**config.mk**
```make
export PLATFORM = sky130hd
export DESIGN_NAME = strobe_decimator
export DESIGN_NICKNAME = d
export VERILOG_FILES = /design/src/rtl/strobe_decimator.sv
export SDC_FILE = /design/constraint.sdc
export NUM_CORES = 1
export LEC_CHECK = 0
export CORE_MARGIN = 2
export CORE_UTILIZATION = 54
export CTS_BUF_LIST = sky130_fd_sc_hd__clkbuf_4 sky130_fd_sc_hd__clkbuf_8
export CTS_CLUSTER_SIZE = 12
export DETAILED_ROUTE_END_ITERATION = 10
export PLACE_DENSITY_LB_ADDON = 0.08
export SYNTH_ARGS = -nofsm -noshare
export SYNTH_HDL_FRONTEND = slang
export SYNTH_SLANG_ARGS = --single-unit
```
**constraint.sdc**
```tcl
create_clock -name clk -period 2.8 [get_ports clk]
set_clock_uncertainty 0.05 [all_clocks]
set_input_delay 0.84 -clock clk [delete_from_list [all_inputs] [get_ports clk]]
set_output_delay 0.84 -clock clk [all_outputs]
set_load 0.02 [all_outputs]
```
**src/rtl/strobe_decimator.sv**
```systemverilog
// strobe_decimator
//   Symbol-rate decimator for the receive end of the ZCTED timing-recovery loop.
//   Each NCO underflow strobe on a valid interpolated sample forms an
//   {on-time, midpoint} pair. The midpoint is the previous valid sample. The
//   pair is buffered in a small circular FIFO and handed to the symbol-rate
//   consumers.
//
//   Handshake: a pair transfers on every rising edge where out_valid=1 and
//   out_ready=1. out_valid never depends combinationally on out_ready. While
//   out_valid=1 and out_ready=0, out_valid, sym_out and mid_out stay stable.
//
//   Ports:
//     clk, rst    - clock; synchronous active-high reset
//     x_in        - signed interpolated sample (2 samples/symbol)
//     x_valid     - x_in valid this cycle
//     underflow   - NCO strobe: x_in is the on-time sample (needs x_valid)
//     clr         - synchronous flush of FIFO, history and status
//     sym_out     - on-time sample of the head pair (registered)
//     mid_out     - midpoint sample of the head pair (registered)
//     out_valid   - head pair valid
//     out_ready   - consumer accepts the head pair
//     level       - FIFO occupancy, 0..DEPTH
//     overflow    - sticky: a pair was dropped because the FIFO was full
//     drop_cnt    - saturating count of dropped pairs
module strobe_decimator #(
    parameter int DATA_WIDTH = 16,
    parameter int DEPTH      = 4,
    parameter int CNT_WIDTH  = 8,
    localparam int AW        = $clog2(DEPTH),
    localparam int LW        = AW + 1
) (
    input  logic                         clk,
    input  logic                         rst,
    input  logic signed [DATA_WIDTH-1:0] x_in,
    input  logic                         x_valid,
    input  logic                         underflow,
    input  logic                         clr,
    output logic signed [DATA_WIDTH-1:0] sym_out,
    output logic signed [DATA_WIDTH-1:0] mid_out,
    output logic                         out_valid,
    input  logic                         out_ready,
    output logic [LW-1:0]                level,
    output logic                         overflow,
    output logic [CNT_WIDTH-1:0]         drop_cnt
);

    logic signed [DATA_WIDTH-1:0] sym_mem [DEPTH];
    logic signed [DATA_WIDTH-1:0] mid_mem [DEPTH];

    logic signed [DATA_WIDTH-1:0] prev_q;
    logic signed [DATA_WIDTH-1:0] sym_q, sym_d;
    logic signed [DATA_WIDTH-1:0] mid_q, mid_d;
    logic [AW-1:0]                rd_q, rd_d;
    logic [AW-1:0]                wr_q, wr_d;
    logic [LW-1:0]                level_q, level_d;
    logic                         ovf_q, ovf_d;
    logic [CNT_WIDTH-1:0]         drop_q, drop_d;

    logic                         push_req;
    logic                         pop;
    logic                         full;
    logic                         push_ok;
    logic                         drop;
    logic [AW-1:0]                rd_next;

    assign out_valid = (level_q != '0);
    assign level     = level_q;
    assign overflow  = ovf_q;
    assign drop_cnt  = drop_q;
    assign sym_out   = sym_q;
    assign mid_out   = mid_q;

    always_comb begin
        push_req = x_valid & underflow;
        pop      = out_valid & out_ready;
        full     = (level_q == LW'(DEPTH));
        // A full FIFO still accepts a push when the head leaves in the same cycle.
        push_ok  = push_req & (~full | pop);
        drop     = push_req & full & ~pop;
        rd_next  = rd_q + AW'(1);

        rd_d    = pop ? rd_next : rd_q;
        wr_d    = push_ok ? (wr_q + AW'(1)) : wr_q;
        level_d = level_q;
        if (push_ok && !pop) begin
            level_d = level_q + LW'(1);
        end else if (pop && !push_ok) begin
            level_d = level_q - LW'(1);
        end

        ovf_d  = ovf_q | drop;
        drop_d = drop_q;
        if (drop && (drop_q != '1)) begin
            drop_d = drop_q + CNT_WIDTH'(1);
        end

        // The output register always mirrors the next head entry. When the
        // FIFO empties, it keeps the last delivered pair.
        sym_d = sym_q;
        mid_d = mid_q;
        if (level_d != '0) begin
            if ((level_q == '0) || (pop && (level_q == LW'(1)))) begin
                // The incoming pair becomes the head directly.
                sym_d = x_in;
                mid_d = prev_q;
            end else if (pop) begin
                sym_d = sym_mem[rd_next];
                mid_d = mid_mem[rd_next];
            end
        end
    end

    always_ff @(posedge clk) begin
        if (rst || clr) begin
            prev_q  <= '0;
            sym_q   <= '0;
            mid_q   <= '0;
            rd_q    <= '0;
            wr_q    <= '0;
            level_q <= '0;
            ovf_q   <= 1'b0;
            drop_q  <= '0;
        end else begin
            if (x_valid) begin
                prev_q <= x_in;
            end
            sym_q   <= sym_d;
            mid_q   <= mid_d;
            rd_q    <= rd_d;
            wr_q    <= wr_d;
            level_q <= level_d;
            ovf_q   <= ovf_d;
            drop_q  <= drop_d;
        end
    end

    // The storage array needs no reset: pointers and level define its contents.
    always_ff @(posedge clk) begin
        if (!rst && !clr && push_ok) begin
            sym_mem[wr_q] <= x_in;
            mid_mem[wr_q] <= prev_q;
        end
    end

endmodule

```
======== Word level (Yosys, flattened, before mapping) ========
Memory sizes are Yosys's and may differ from the RTL's.
Cells that the tools add are included.
operators by class
  multiply operators ...................... 0
  equal/unequal tests ..................... 3
  bitwise operators ....................... 9
  div/mod/pow operators ................... 0
  shift-type cells ........................ 0
  reductions and logical operators ........ 17
  order comparisons ....................... 0
  add/subtract/negate cells ............... 5
  muxes and demuxes ....................... 8
operators by type and width
  cell                                                                   count
  16-bit two-way mux                                                     4
  8-bit by 1-bit adder with 8-bit output, second input constant          1
  8-bit != test, second input constant                                   1
  1-bit logical AND                                                      6
  3-bit two-way mux                                                      2
  3-bit nonzero test                                                     2
  1-bit AND                                                              5
  2-bit by 1-bit adder with 2-bit output, second input constant          2
  1-bit logical NOT                                                      4
  3-bit by 1-bit adder with 3-bit output, second input constant          1
  3-bit by 1-bit equality test with 1-bit output, second input constant  1
  3-bit equality test, second input constant                             1
  3-bit logical NOT                                                      1
  3-bit by 1-bit subtractor with 3-bit output, second input constant     1
  1-bit logical OR                                                       2
  1-bit two-way mux                                                      2
  1-bit NOT                                                              2
  1-bit OR                                                               2
  2-bit AND reduction                                                    1
  2-bit nonzero test                                                     1
word-level totals
  register bits ........................... 64
  memories kept ........................... 2
  logic and storage cells ................. 52
  bits in writable memories ............... 128
  input port bits ......................... 22
  output and inout port bits .............. 45
  bits in read-only memories .............. 0
  bits in latches ......................... 0
memory list
  name     depth  width  read ports  clocked after Yosys merged registers in  wr ports  RTL line  RTL
  mid_mem  4      16     1           0                                        1         48        logic signed [DATA_WIDTH-1:0] mid_mem [DEPTH];
  sym_mem  4      16     1           0                                        1         47        logic signed [DATA_WIDTH-1:0] sym_mem [DEPTH];

======== Longest topological paths before layout ========
  depth in word-level cells ............... 10
  depth in mapped cells ................... 9
  mapped depth without buffers ............ 8

======== Worst setup path after synthesis ========
OpenSTA, ideal clock, no wires.
  path type ............................... input -> register
  start point ............................. input port x_valid
  end point ............................... memory mid_mem[0][0] (enable)
  path buffers ............................ 2
  stages .................................. 6
  arrival ................................. 2,396 ps
  data required time ...................... 2,358 ps
  path slack .............................. -38 ps
  library setup time ...................... 392 ps
  path through ............................ buf_6 -> and2_1 -> buf_2 -> o21ai_0 -> nor2_1 -> and2_1
on the way
  cells in the longest elaborated chain, start to end .. 5
ends and longest elaborated chain
  element                                  RTL line  RTL
  from (decl)                              35        input logic x_valid,
  1-bit AND                                74        push_req = x_valid & underflow;
  1-bit AND                                78        push_ok = push_req & (~full | pop);
  1-bit logical AND                        139       if (!rst && !clr && push_ok) begin
  1-bit two-way mux                        139
  1-bit two-way mux (implied by the code)  141       mid_mem[wr_q] <= prev_q;
  to (decl)                                48
No other way between the ends.

======== Final worst setup path ========
  start point ............................. register level_q[1], in the netlist level[1]
  end point ............................... output port out_valid
on the way
  cells in the longest elaborated chain, start to end .. 1
ends and longest elaborated chain
  element                 RTL line  RTL
  from (decl)             55        logic [LW-1:0] level_q, level_d;
  from (signal assigned)  131       level_q <= level_d;
  3-bit nonzero test      66        assign out_valid = (level_q != '0);
  to (decl)               40        output logic out_valid,
No other way between the ends.

==> flow_summary_export.csv <==
group,metric,value,unit
setup_path,r2r_slack,0.51,ns
status,status,"completed",
timing,finalHoldViolations,0,
cts,clock_latency,0.46,ns
grt,track_usage,0.209,
placement,placed_area,8940,µm²
timing,worst_slew_pin_slew,0.514,ns
setup_path,critPathMaxFanout,7,
timing,tns,0,ns
synthesis,yosys_warnings,0,
placement,io_buffers,66,
synthesis,ys_top_cells_by_count,"128 x edfxtp_1, 71 x nand2_1, 64 x dfxtp_1, 50 x mux2i_1, 36 x nor2_1",
power,switching_share,0.221,
timing,setup_violations,0,
timing,period_needed,2.65,ns
min_path,hold_end,"mid_out[2]",
die,die_y,124,µm
cts,htreeDepth,4,
setup_path,worst-r2r-cell-count,9,
synthesis,synthCells,515,
power,switching_power,1.21,mW
cts,cts_sinks,192,
power,power_frac_seq,0.564,
power,power_leakage,3.24,nW
synthesis,synthMuxAreaShare,0.202,
setup_path,reg2reg_to,"mid_out[11]",
synthesis,synth_compound_area_frac,0.0179,
cts,hold_buffers,0,
grt,grt_overflow,0,
placement,dp.cells,761,
drt,ant_nets,0,
power,p_int,4.24,mW
cts,clk_pin_slew,0.09,ns
die,initial_core_util,0.557,
timing,fmax,0.377,GHz
finish,post-route-util,0.667,
setup_path,critPathCaptureType,"primary output",
drt,drc_errors,0,
cts,cts_tree,"yes",
finish,fill_cells,963,
cts,cts_max_path_buffers,2,
timing,min_period_over_period,0.948,
cts,cts-root-buf,"clkbuf_8",
timing,finalMaxSlewViolations,0,
synthesis,yosysTopAreaCellShare,0.491,
setup_path,crit_required,1.91,ns
die,fp.dieW,124,µm
drt,wl_per_cell,19.6,µm
synthesis,synthDistinctLibCells,37,
job,maxCapViolCount,0,
min_path,hold_class,"flip-flop to flip-flop",
setup_path,crit_type,"flip-flop to primary output",
drt,avgViaCountPerCell,5.58,
power,combPwrFrac,0.091,
finish,drive_gt1_frac,0.223,
synthesis,synth_xor_area_frac,0.0123,
synthesis,synthFlopType,"edfxtp_1",
timing,rsz0062_at_grt,"no",
synthesis,post-synth-top-area-cell,"edfxtp_1",
die,pin_count,67,
grt,grt_max_degree,66,
cts,cts_inserted_buffers,17,
drt,drt_iter0_markers,290,
drt,dr_total_vias,4422,
min_path,min_path_cells,2,
timing,relSlewSlack,0.658,
die,fp.coreArea,14000,µm²
finish,seq_area,5130,µm²
synthesis,syn-cell-area,7830,µm²
grt,antenna_found_initial,0,
synthesis,avgSynthCellArea,15.2,µm²
power,p_total,5.45,mW
setup_path,critPathMaxStageDelay,0.34,ns
synthesis,synth-simple-area-share,0.0751,
placement,dp_hpwl,9490,µm
power,power.density,582,nW/µm²
setup_path,cpMaxStageDelayCell,"dfxtp_1",
die,fp.dieArea,15500,µm²
drt,drt_wl_total,15600,µm
placement,gp_congestion,0.756,
synthesis,synthAdderAreaFrac,0.0144,
synthesis,synth_edf_count,128,
power,power_frac_clock,0.345,
finish,antenna_cells,0,
synthesis,syn_nets,546,
finish,multi_input_area,2540,µm²
setup_path,worstSetupStartpointType,"flip-flop",
power,peakVddDrop,0.300,mV
synthesis,synth.ff_latch_count,192,
die,rows,43,
grt,grt_pass1_wl,24700,µm
synthesis,ys_async_sr_fraction,0,
synthesis,synth_most_common_cell,"edfxtp_1",
synthesis,synth_top_family_by_area,"multiplexers",
setup_path,r2r-start,"level[1]",
cts,cts_resized,1,
finish,syn_to_final_growth,19.6,%
cts,postCtsSetupRepairBufs,0,
grt,grt_pass1_vias,4568,
finish,design_area,9360,µm²
min_path,hp-start,"mid_out[2]",
synthesis,ys_seq_area_frac,0.655,
setup_path,worstPathArrival,1.76,ns
synthesis,yosys-top-cells-area,"edfxtp_1 49%, dfxtp_1 16%, mux4_2 9.2%",
drt,dr.pass1.iters,5,
finish,nNetsFinal,631,
finish,fin_cells,793,
setup_path,crit_path_cell_trace,"inv_1 -> ha_1 -> nor2b_2 -> inv_2 -> clkdlybuf4s15_1",
[stage by stage]
stage / setup WS (ns) / hold slack (ns)
2_1_floorplan: 0.295 / 0.426
3_3_place_gp: -0.0364 / 0.393
3_5_place_dp: -0.120 / 0.405
4_1_cts: 0.0847 / 0.417
5_1_grt: 0.0110 / 0.433
6_report: 0.145 / 0.416
[logic make-up after synthesis]
logic type,Yosys count
AO/OA/AOI/OAI,17
buffers and inverters,35
flip-flops,192
XOR/XNOR,11
adder cells (fa/ha/maj),9
AND/OR/NAND/NOR,137
multiplexers,114
[sequential cells by signal, indices dropped and copies added, names as in the netlist]
signal and count:
mid_mem 64, sym_mem 64, mid_out 16, prev_q 16, sym_out 16, drop_cnt 8
level 3, rd_q 2, wr_q 2, overflow 1
[how the worst max path moves through the flow]
stage,cells past startpoint,from,to,slack [ns]
after global routing,5,level[1],out_valid,0.01
final,5,level[1],out_valid,0.15
after global placement,7,x_valid,mid_out[13],-0.04
after detailed placement,7,x_valid,mid_out[11],-0.12
after CTS,5,level[1],out_valid,0.08
after floorplan,6,x_valid,mid_mem[0][0],0.30
[worst max-delay path: cells and delay by family, from the launching register on]
kind	cells	cell delay, ns
flip-flops	1	0.34
adder cells (fa/ha/maj)	1	0.22
AND/OR/NAND/NOR	1	0.17
buffers and inverters	3	0.57
[power groups by stage]
stage | sequential [mW] | clock, mW | combinational [mW]
after floorplan | 3.16 | 0 | 0.289
after global placement | 3.13 | 0 | 0.493
after detailed placement | 3.14 | 0 | 0.498
after CTS | 3.07 | 1.93 | 0.500
after global routing | 3.08 | 2.02 | 0.532
final | 3.07 | 1.88 | 0.496
[metal layers]
metal | track usage | vias to the layer above | routed length (µm)
li1 | - | 2063 | -
met4 | 0.0661 | 0 | 188
met3 | 0.0524 | 14 | 837
met5 | 0 | - | 0
met2 | 0.336 | 123 | 7600
met1 | 0.282 | 2222 | 6940
[cells in the final DEF, fill, tap and decap left out, types with 2 or more instances in the layout]
cell type | netlist | layout
nand3_1 | 6 | 6
mux2i_1 | 50 | 50
and2_2 | 0 | 4
clkdlybuf4s50_1 | 0 | 65
buf_4 | 0 | 17
bufinv_16 | 0 | 3
nand2_1 | 71 | 71
o21ai_0 | 5 | 5
nor2_1 | 36 | 34
and3_1 | 4 | 4
nand4_1 | 5 | 5
nand2b_1 | 2 | 2
buf_12 | 0 | 12
clkinvlp_4 | 0 | 3
mux2_2 | 32 | 32
nor2_4 | 0 | 2
ha_1 | 9 | 9
inv_1 | 5 | 5
clkinv_2 | 0 | 2
xnor2_1 | 3 | 3
mux4_2 | 32 | 32
xor2_1 | 8 | 8
nor3_1 | 3 | 3
a21oi_1 | 5 | 5
edfxtp_1 | 128 | 128
clkbuf_8 | 0 | 19
dfxtp_1 | 64 | 63
clkbuf_4 | 0 | 3
[area by class of cell]
cell class	count	share of cell area
clock buffer	22	0.0303
tap	180	0.0241
inverter	6	0.00241
multi-input combinational	288	0.271
timing repair buffer	95	0.110
sequential	192	0.548
clock inverter	10	0.0144
Power figures use the tool's default switching activity.
